## src/rtl/operand_fetch_if.sv

```systemverilog
// Operand-fetch bus: register write port, request channel and operand-pair channel.
interface operand_fetch_if #(
  parameter int unsigned DATA_W = 32,
  parameter int unsigned ADDR_W = 3,
  parameter int unsigned CNT_W  = 16
);
  logic              wr_en;
  logic [ADDR_W-1:0] wr_addr;
  logic [DATA_W-1:0] wr_data;

  logic              req_valid;
  logic              req_ready;
  logic [ADDR_W-1:0] req_rs1;
  logic [ADDR_W-1:0] req_rs2;

  logic              op_valid;
  logic              op_ready;
  logic [DATA_W-1:0] op_a;
  logic [DATA_W-1:0] op_b;
  logic [CNT_W-1:0]  issue_cnt;

  // Producer / consumer side (drives writes and requests, absorbs operand pairs)
  modport master (
    output wr_en, wr_addr, wr_data,
    output req_valid, req_rs1, req_rs2,
    output op_ready,
    input  req_ready, op_valid, op_a, op_b, issue_cnt
  );

  // Operand-fetch stage side
  modport slave (
    input  wr_en, wr_addr, wr_data,
    input  req_valid, req_rs1, req_rs2,
    input  op_ready,
    output req_ready, op_valid, op_a, op_b, issue_cnt
  );
endinterface

```

## src/rtl/operand_fetch.sv

```systemverilog
// Operand-fetch stage: register file with write bypass feeding a one-deep
// registered operand-pair buffer toward the adder.
module operand_fetch #(
  parameter int unsigned DATA_W = 32,
  parameter int unsigned ADDR_W = 3,
  parameter int unsigned CNT_W  = 16
) (
  input  logic           clk,
  input  logic           rst,
  operand_fetch_if.slave bus
);
  localparam int unsigned NREGS = 1 << ADDR_W;

  typedef enum logic {
    ST_EMPTY = 1'b0,
    ST_FULL  = 1'b1
  } state_t;

  state_t            state_q, state_d;
  logic [DATA_W-1:0] rf [NREGS];
  logic [DATA_W-1:0] op_a_q, op_b_q;
  logic [CNT_W-1:0]  cnt_q;

  logic              op_valid;
  logic              ready;
  logic              accept;
  logic              consume;
  logic [DATA_W-1:0] src_a, src_b;

  assign op_valid = (state_q == ST_FULL);
  assign ready    = !op_valid || bus.op_ready;
  assign accept   = bus.req_valid && ready;
  assign consume  = op_valid && bus.op_ready;

  // Write-to-read bypass so a result written this cycle is fetched immediately
  always_comb begin
    src_a = rf[bus.req_rs1];
    src_b = rf[bus.req_rs2];
    if (bus.wr_en && (bus.wr_addr == bus.req_rs1)) src_a = bus.wr_data;
    if (bus.wr_en && (bus.wr_addr == bus.req_rs2)) src_b = bus.wr_data;
  end

  always_ff @(posedge clk) begin
    if (rst) state_q <= ST_EMPTY;
    else     state_q <= state_d;
  end

  always_comb begin
    state_d = state_q;
    case (state_q)
      ST_EMPTY: if (accept) state_d = ST_FULL;
      ST_FULL:  if (!accept && bus.op_ready) state_d = ST_EMPTY;
      default:  state_d = ST_EMPTY;
    endcase
  end

  always_ff @(posedge clk) begin
    if (rst) begin
      for (int unsigned i = 0; i < NREGS; i++) rf[i] <= '0;
    end else if (bus.wr_en) begin
      rf[bus.wr_addr] <= bus.wr_data;
    end
  end

  // Operands load only on accept; a stalled pair is never refreshed by writes
  always_ff @(posedge clk) begin
    if (rst) begin
      op_a_q <= '0;
      op_b_q <= '0;
    end else if (accept) begin
      op_a_q <= src_a;
      op_b_q <= src_b;
    end
  end

  always_ff @(posedge clk) begin
    if (rst)          cnt_q <= '0;
    else if (consume) cnt_q <= cnt_q + CNT_W'(1);
  end

  assign bus.req_ready = ready;
  assign bus.op_valid  = op_valid;
  assign bus.op_a      = op_a_q;
  assign bus.op_b      = op_b_q;
  assign bus.issue_cnt = cnt_q;
endmodule

```

## src/flat_wrapper.sv

```systemverilog
// flat-port wrapper written by rule: the top's interface ports become plain ports
module operand_fetch_flat 
#(
  parameter int unsigned DATA_W = 32,
  parameter int unsigned ADDR_W = 3,
  parameter int unsigned CNT_W  = 16
)
  (clk, rst, bus_wr_en, bus_wr_addr, bus_wr_data, bus_req_valid, bus_req_rs1, bus_req_rs2, bus_op_ready, bus_req_ready, bus_op_valid, bus_op_a, bus_op_b, bus_issue_cnt);
  operand_fetch_if #(.DATA_W(DATA_W), .ADDR_W(ADDR_W), .CNT_W(CNT_W)) bus_i ();
  input  logic clk;
  input  logic rst;
  input wire logic [$bits(bus_i.wr_en)-1:0] bus_wr_en;
  input wire logic [$bits(bus_i.wr_addr)-1:0] bus_wr_addr;
  input wire logic [$bits(bus_i.wr_data)-1:0] bus_wr_data;
  input wire logic [$bits(bus_i.req_valid)-1:0] bus_req_valid;
  input wire logic [$bits(bus_i.req_rs1)-1:0] bus_req_rs1;
  input wire logic [$bits(bus_i.req_rs2)-1:0] bus_req_rs2;
  input wire logic [$bits(bus_i.op_ready)-1:0] bus_op_ready;
  output wire logic [$bits(bus_i.req_ready)-1:0] bus_req_ready;
  output wire logic [$bits(bus_i.op_valid)-1:0] bus_op_valid;
  output wire logic [$bits(bus_i.op_a)-1:0] bus_op_a;
  output wire logic [$bits(bus_i.op_b)-1:0] bus_op_b;
  output wire logic [$bits(bus_i.issue_cnt)-1:0] bus_issue_cnt;
  assign bus_i.wr_en = bus_wr_en;
  assign bus_i.wr_addr = bus_wr_addr;
  assign bus_i.wr_data = bus_wr_data;
  assign bus_i.req_valid = bus_req_valid;
  assign bus_i.req_rs1 = bus_req_rs1;
  assign bus_i.req_rs2 = bus_req_rs2;
  assign bus_i.op_ready = bus_op_ready;
  assign bus_req_ready = bus_i.req_ready;
  assign bus_op_valid = bus_i.op_valid;
  assign bus_op_a = bus_i.op_a;
  assign bus_op_b = bus_i.op_b;
  assign bus_issue_cnt = bus_i.issue_cnt;
  operand_fetch #(.DATA_W(DATA_W), .ADDR_W(ADDR_W), .CNT_W(CNT_W)) u_core (.clk(clk), .rst(rst), .bus(bus_i));
endmodule
```

## config.mk

```make
export PLATFORM = sky130hd
export DESIGN_NAME = operand_fetch_flat
export DESIGN_NICKNAME = d
export VERILOG_FILES = /design/src/rtl/operand_fetch_if.sv /design/src/rtl/operand_fetch.sv /design/src/flat_wrapper.sv
export SDC_FILE = /design/constraint.sdc
export NUM_CORES = 1
export LEC_CHECK = 0
export CORE_ASPECT_RATIO = 0.5
export CORE_MARGIN = 2
export CORE_UTILIZATION = 35
export DETAILED_ROUTE_END_ITERATION = 16
export SYNTH_ARGS = -nofsm -noshare
export SYNTH_HDL_FRONTEND = slang
export SYNTH_SLANG_ARGS = --single-unit
```

## constraint.sdc

```tcl
create_clock -name clk -period 3 [get_ports clk]
set_clock_uncertainty 0.1 [all_clocks]
set_input_delay 0.6 -clock clk [delete_from_list [all_inputs] [get_ports clk]]
set_output_delay 0.6 -clock clk [all_outputs]
set_load 0.005 [all_outputs]
```

==> summary.md, run 1 <==
| Metric | Value |
|---|---|
| Setup Viol. Count Final | 0 |
| CP endpoint kind | output port |
| Post-route cell area | 0.0198 sq mm |
| Final WL | approximately 49000 um |
| DRC viols | 0 |
| Initial DRC count | ~970 |
| R2R Setup Slk | roughly 0.77 ns |
| Nets@finish | 1334 |
| EDFF count, synth | 256 |
| Final-report max-slew violation count | 0 |
| Std cell rows | 56 |
| Grt total ovfl | 0 |
| Crit path time final | 2.60 ns |
| Post-layout util | between 40% and 50% |
| Slew @ Worst Pin | ~1.1 ns |
| Ant. Diodes | 0 |
| Post-cts resize count | 0 |
| Final hold violation count | 0 |
| Leak Pwr | approximately 6.8 nW |
| Worst path required time | between 2 and 2.5 ns |
| Clk_lat worst skew | about 0.52 ns |
| Synth Area in Compound Gates | 8.17% |
| Max-cap violation count | 0 |
| Root Buffer | clkbuf_16 |
| Total GRT Usage | 19.9% |
| Synth Area in XOR/XNOR | less than 1% |
| Power Density | 556 mW/mm^2 |
| Setup bufs post-CTS | 0 |
| Worst hold path endpoint | u_core.bus.op_a[27] |
| Total net switching power | ~2.7 mW |
| CTS tree | built |
| Synth Area in Adders | 0.0759% |
| Detail-routed net length per standard cell | approximately 25 um |
| Outcome | finished, final reports clean |
| CTS Buf Count | 35 |
| Pint | around 8.4 mW |
| Main synth FF type | edfxtp_1 |
| Worst hold path class | reg -> reg |
| Sequential area share after synthesis | around 56% |
| Initial antenna violation count | 0 |
| Hold path depth | 2 |
| Clock share of power | 37.8% |
| Vias | about 11000 |
| Clk sink count | 337 |
| First-pass GRT wire length | between 70000 and 80000 um |
| Largest family of logic cells by synthesized area | multiplexers |
| Area post-placement | 0.0188 sq mm |
| TritonRoute pass-1 iters | 5 |
| P&R area growth vs syn | 20.3% |
| Core area | approximately 0.047 sq mm |
| Logic gate share of total power | around 12% |
| Crit-path max cell delay | ~0.49 ns |
| R2R Path End | u_core.bus.op_b[22] |
| Die Area | just under 0.05 sq mm |
| Die Span Y | approximately 160 um |
| Hold path startpoint | u_core.bus.op_a[27] |
| Worst vdd ir | ~0.43 mV |
| Sequential share of power | 49.9% |
| Mapped Cells | 1169 |
| Ys Warns | 0 |
| Met1 Use GR | roughly a quarter |
| Simple-gate share of the synthesized area | roughly an eighth |
| Number of synthesized register bits | approximately 340 |
| Worst path slowest cell | clkdlybuf4s50_1 |
| Post-detail-place hpwl | around 29000 um |
| Syn_nets | between 1000 and 1500 |
| Vias per cell | ~5.7 |
| Number of fill cells in the layout | between 4000 and 5000 |
| Clk buf depth | 3 |
| Setup tns final | 0 ns |
| Met2 Use GR | 34.8% |
| Initial Util | a little over a third |
| Most frequent CP cell | clkdlybuf4s50_1 |
| Met3 usage | between 2 and 2.5% |
| Worst R2R Start | u_core.bus.op_valid |
| Die Wd | a little over 300 um |
| IO Port Bufs | ~130 |
| Synth Cell Area | between 0.015 and 0.02 sq mm |
| Max Clk Rate | between 300 and 400 MHz |
| GPL Wtd Cong | approximately 0.82 |
| FFs w/ async S/R, synth | 0% |
| WP buf/inv | 3 |
| Relative slew slack | a little over a quarter |
| CTS H-Tree Depth | 2 |
| Worst path cell trace | clkdlybuf4s50_1, nand2b_1, buf_4, clkdlybuf4s50_1 |
| Sw frac | 24.3% |
| RSZ-0062 raised after global routing | false |
| Cell variety after synth | 48 |
| Gr busiest metal | met2 |
| Io pins | 128 |
| CP top delay family | buffers and inverters |
| CP Launch Type | input pin |
| Fin crit share | 86.6% |
| Critical path class | in -> out |
| Post-route ant nets | 0 |
| WP data arrival | 1.90 ns |
| Vias in the first global route | 11434 |
| Post-synthesis mux area share | 18.8% |
| Largest net degree at the start of global routing | 65 |
| Share of layout cells above drive strength 1 | 19.0% |
| Critical Path Fanout Max | 4 |
| Post-synthesis average cell area | between 10 and 15 sq um |
| Reg2reg path depth | 5 |
| Clock Pin Slew Worst Setup and Hold Paths | 0.06 ns |
| Post-CTS Hold Fix Bufs | 0 |
## stage by stage
stage	power, mW	setup WS, ns	hold slack [ns]	instances
6_report	11.0	0.402	0.371	1951
5_1_grt	11.4	0.327	0.403	1951
4_1_cts	11.1	0.390	0.375	1951
3_5_place_dp	6.97	0.195	0.359	1888
3_3_place_gp	6.92	0.306	0.353	1888
2_1_floorplan	6.27	0.663	0.360	1169
## logic make-up after synthesis
logic type | Yosys count
AOI/OAI and AO/OA | 194
xor gates and xnor gates | 16
adders and majority gates | 1
buffers and inverters | 99
DFF | 337
muxes | 180
and+or+nand+nor | 342
## per-layer routing
metal | share of wire (%) | up-vias
li1 | - | 4797
met1 | 42 | 5776
met2 | 50 | 445
met3 | 5.9 | 85
met4 | 2.3 | 0
met5 | 0 | -
## cells in the final DEF (no fill, tap or decap), types with 22 or more instances in the layout
cell,instances
a32oi_1,64
mux4_2,102
clkbuf_16,37
buf_4,32
and2_1,256
o21ai_0,46
edfxtp_1,256
dfxtp_1,81
clkdlybuf4s50_1,121
buf_12,22
mux2i_1,61
## how the worst max path moves through the flow
| stage | start | end | slack, ns | depth (start not counted) |
|---|---|---|---|---|
| floorplan | rst | u_core.rf[0][0] | 0.66 | 5 |
| global placement | bus_op_ready | u_core.bus.op_a[15] | 0.31 | 6 |
| detailed placement | bus_op_ready | u_core.bus.op_b[12] | 0.19 | 6 |
| CTS | bus_op_ready | bus_req_ready | 0.39 | 4 |
| global route | bus_op_ready | bus_req_ready | 0.33 | 4 |
| finish | bus_op_ready | bus_req_ready | 0.40 | 4 |
## cell type report
| class | instances | area [sq um] | share of cell area (%) |
|---|---|---|---|
| Clock buffer | 50 | 1010 | 5.12 |
| Clock inverter | 13 | 58.8 | 0.296 |
| Inverter | 2 | 7.51 | 0.0378 |
| Multi-Input combinational cell | 733 | 6740 | 34.0 |
| Sequential cell | 337 | 9310 | 46.9 |
| Tap cell | 638 | 798 | 4.02 |
| Timing Repair Buffer | 178 | 1910 | 9.61 |
## flip-flops by register name (all words and copies together) (netlist names)
| name | count |
|---|---|
| u_core.bus.op_a | 32 |
| u_core.bus.op_b | 32 |
| u_core.rf | 256 |
| u_core.bus.issue_cnt | 16 |
| u_core.bus.op_valid | 1 |
## worst register-to-register path: cells and delay by family, from the launching register on
| kind | cells | cell delay (ns) |
|---|---|---|
| AOI/OAI and AO/OA | 3 | 1.08 |
| and+or+nand+nor | 1 | 0.17 |
| DFF | 1 | 0.46 |
| buffers and inverters | 1 | 0.34 |
## cell usage after synthesis, types with 2 or more instances
master	number	area, sq um
inv_1	2	7.51
clkbuf_1	39	146
nor3_1	7	35.0
nand2b_1	5	31.3
edfxtp_1	256	7690
nand4_1	4	25.0
xor2_1	13	114
or3_1	2	12.5
xnor2_1	3	26.3
or4_1	2	15.0
a21oi_1	16	80.1
buf_2	45	225
nand2_1	8	30.0
nor3b_1	5	37.5
nor2b_1	2	12.5
o22ai_1	21	131
and2_1	256	1600
o221ai_1	8	70.1
mux2_2	17	191
buf_4	10	75.1
a21o_1	2	15.0
dfxtp_1	81	1620
nor4_1	3	18.8
nor2_1	18	67.6
o21a_1	8	60.1
o31ai_1	14	105
nor3_2	2	20.0
and4_1	3	26.3
o21ai_0	46	230
a32oi_1	64	561
a211oi_1	5	37.5
clkbuf_2	2	10.0
o21ai_1	8	40.0
or2_2	8	50.1
nand3_1	9	45.0
mux4_2	102	2300
mux2i_1	61	611
or3b_2	2	17.5
## power by group through the flow
| stage | combinational, mW | clock [mW] | sequential, mW |
|---|---|---|---|
| 6_report | 1.36 | 4.17 | 5.50 |
| 5_1_grt | 1.45 | 4.41 | 5.53 |
| 4_1_cts | 1.38 | 4.22 | 5.50 |
| 3_5_place_dp | 1.37 | 0 | 5.59 |
| 3_3_place_gp | 1.35 | 0 | 5.57 |
| 2_1_floorplan | 0.732 | 0 | 5.54 |
No activity file was read; power rests on OpenSTA's default activity.
==> inputs of run 2 (changes only) <==
--- a/config.mk
+++ b/config.mk
@@ -9,6 +9,7 @@
 export CORE_MARGIN = 2
 export CORE_UTILIZATION = 35
 export DETAILED_ROUTE_END_ITERATION = 16
+export SKIP_CTS_REPAIR_TIMING = 1
 export SYNTH_ARGS = -nofsm -noshare
 export SYNTH_HDL_FRONTEND = slang
 export SYNTH_SLANG_ARGS = --single-unit
==> results of run 2 <==
No change in the layout: final DEF, timing and power equal those of run 1.
==> inputs of run 3 (changes only) <==
--- a/config.mk
+++ b/config.mk
@@ -5,11 +5,14 @@
 export SDC_FILE = /design/constraint.sdc
 export NUM_CORES = 1
 export LEC_CHECK = 0
+export ABC_AREA = 1
 export CORE_ASPECT_RATIO = 0.5
 export CORE_MARGIN = 2
 export CORE_UTILIZATION = 35
 export DETAILED_ROUTE_END_ITERATION = 16
+export REMOVE_ABC_BUFFERS = 1
 export SKIP_CTS_REPAIR_TIMING = 1
+export SLEW_MARGIN = 20
 export SYNTH_ARGS = -nofsm -noshare
 export SYNTH_HDL_FRONTEND = slang
 export SYNTH_SLANG_ARGS = --single-unit
==> summary.md, run 3 <==
| Metric | Value |
|---|---|
| Power Density | 552 mW/mm^2 |
| Critical Path Fanout Max | 3 |
| Leak Pwr | around 8.4 nW |
| Largest net degree at the start of global routing | 129 |
| DP Worst Slack | between 0.3 and 0.4 ns |
| CTS tree | built |
| Logic gate share of total power | roughly 14% |
| Die Wd | 321 um |
| Worst hold path class | reg -> reg |
| Met3 usage | under 10% |
| Fin crit share | about 83% |
| Vias per cell | between 5 and 6 |
| Sequential share of power | a little under half |
| Met2 Use GR | a little over a third |
| Synth Cell Area | between 0.015 and 0.02 sq mm |
| Post-detail-place hpwl | around 36000 um |
| Post-route ant nets | 0 |
| Hold path depth | 2 |
| FFs w/ async S/R, synth | 0% |
| Max Clk Rate | between 400 and 500 MHz |
| Total net switching power | between 3 and 4 mW |
| Cell variety after synth | 26 |
| Clock share of power | a little under two fifths |
| WP data arrival | between 1.5 and 2 ns |
| Mapped Cells | between 2000 and 2500 |
| R2R Setup Slk | 1.39 ns |
| First-pass GRT wire length | 90300 um |
| Largest area contributor in the netlist | edfxtp_1 |
| Crit path time final | 2.50 ns |
| CTS H-Tree Depth | 2 |
| Largest register FFs | between 200 and 300 |
| Final hold violation count | 0 |
| Hold path startpoint | u_core.bus.issue_cnt[15] |
| CP Launch Type | input pin |
| Initial DRC count | between 2000 and 2500 |
| Gr busiest metal | met2 |
| Post-synthesis average cell area | between 7 and 8 sq um |
| R2R Path End | u_core.bus.issue_cnt[10] |
| Grt total ovfl | 0 |
| Area fraction of the dominant cell type after synthesis | around 44% |
| Final-report max-slew violation count | 0 |
| Die Area | roughly 0.052 sq mm |
| Core area | about 0.05 sq mm |
| Relative slew slack | 60.2% |
| DRC viols | 0 |
| Max-cap violation count | 0 |
| Sequential area share after synthesis | a little over half |
| Sw frac | between 20% and 30% |
| Setup Viol. Count Final | 0 |
| Worst hold path endpoint | u_core.bus.issue_cnt[15] |
| Root Buffer | clkbuf_16 |
| Main synth FF type | edfxtp_1 |
| Final WS setup | between 0.5 and 0.6 ns |
| TritonRoute pass-1 iters | 5 |
| EDFF count, synth | between 200 and 300 |
| Outcome | finished, final reports clean |
| Commonest cells after routing, fill and taps aside | nand2_1 (555), nor2_1 (407), nand3_1 (375) |
| Area contributors post-synth | edfxtp_1 (44%), nand2_1 (12%), nand3_1 (11%) |
| Detail-routed net length per standard cell | 19.9 um |
| Most common cell in the netlist | nand2_1 |
| Total GRT Usage | between 20% and 30% |
| Number of synthesized register bits | 337 |
| Slew @ Worst Pin | roughly 0.6 ns |
| GPL Wtd Cong | 0.846 |
| Nets@finish | between 2000 and 2500 |
| Vias in the first global route | about 15000 |
| Commonest non-fill, non-tap cell in the layout | nand2_1 |
| Number of fill cells in the layout | 4943 |
| Ys Warns | 0 |
| Pint | around 8.4 mW |
| Met1 Use GR | around 31% |
| Flip-flop and latch area | 0.00931 sq mm |
| RSZ-0062 raised after global routing | false |
| Worst path required time | about 2.3 ns |
| Vias | ~16000 |
| P&R area growth vs syn | 17.8% |
| Clk sink count | about 340 |
| Share of layout cells above drive strength 1 | ~6.5% |
| Initial antenna violation count | 0 |
| Area of the multi-input gates | between 0.007 and 0.008 sq mm |
| CTS Buf Count | 35 |
| Clock Pin Slew Worst Setup and Hold Paths | about 0.06 ns |
| Critical path class | in -> out |
| Reg2reg path depth | 8 |
| Ant. Diodes | 0 |
| Setup tns final | 0 ns |
| Io pins | about 130 |
| Worst R2R Start | u_core.bus.op_valid |
| Clk_lat worst skew | roughly 0.53 ns |
| CP endpoint kind | output port |
| Post-synth top cells | nand2_1 (563), nor2_1 (407), nand3_1 (375), edfxtp_1 (256), o21ai_0 (131) |
| Largest Register | u_core.rf |
| Std cell rows | just under 60 |
| Clk buf depth | 3 |
| Die Span Y | between 150 and 200 um |
| Initial Util | a little over a third |
| Final WL | slightly below 60000 um |
| Worst vdd ir | a little under 0.3 mV |
| IO Port Bufs | around 130 |
[run 3: through the flow]
stage / instance area [sq um] / instances / hold slack [ns] / power [mW] / utilization (%)
detailed placement: 19600 / 2925 / 0.398 / 7.15 / 39.3
finish: 20700 / 2989 / 0.406 / 11.4 / 41.5
global placement: 19600 / 2925 / 0.392 / 7.14 / 39.3
floorplan: 16800 / 2073 / 0.376 / 6.33 / -
CTS: 20700 / 2989 / 0.405 / 11.5 / 41.5
global route: 20700 / 2989 / 0.432 / 11.9 / 41.5
[run 3: power by group through the flow]
stage	Combinational, mW	Sequential (mW)	Clock, mW
floorplan	0.792	5.54	0
CTS	1.59	5.47	4.43
global route	1.75	5.50	4.61
finish	1.61	5.47	4.36
global placement	1.57	5.56	0
detailed placement	1.58	5.57	0
[run 3: cell families (layout without fill, tap and decap cells)]
group / count (synthesis) / count (layout) / synth area share (%)
flip-flops: 337 / 337 / 52.9
buffers and inverters: 281 / 375 / 7.02
AND/OR/NAND/NOR: 1363 / 1363 / 32.2
adder cells (fa/ha/maj): 1 / 1 / 0.0711
AO/OA/AOI/OAI: 253 / 253 / 7.74
[run 3: metal layers]
metal / vias to the layer above / part of all wire (%)
met5: - / 0
met4: 0 / 2.8
met3: 116 / 9.5
met2: 788 / 44
met1: 7706 / 43
li1: 7578 / -
[run 3: worst max path at each step]
| stage | startpoint | end | cells after the start |
|---|---|---|---|
| detailed placement | rst | u_core.rf[4][27] | 7 |
| floorplan | bus_req_valid | u_core.bus.op_a[0] | 4 |
| CTS | bus_op_ready | bus_req_ready | 4 |
| global placement | rst | u_core.rf[7][2] | 7 |
| finish | bus_op_ready | bus_req_ready | 4 |
| global route | bus_op_ready | bus_req_ready | 4 |
[run 3: final cells by class]
cell class / instances / area share, %
Clock inverter: 17 / 0.682
Multi-Input combinational cell: 1617 / 34.2
Inverter: 119 / 2.18
Tap cell: 660 / 3.98
Clock buffer: 47 / 4.74
Sequential cell: 337 / 44.9
Timing Repair Buffer: 192 / 9.33
[run 3: critical path: stages]
cell,delay (ns)
clkdlybuf4s50_1,0.52
inv_1,0.09
nand2_1,0.08
clkdlybuf4s50_1,0.50
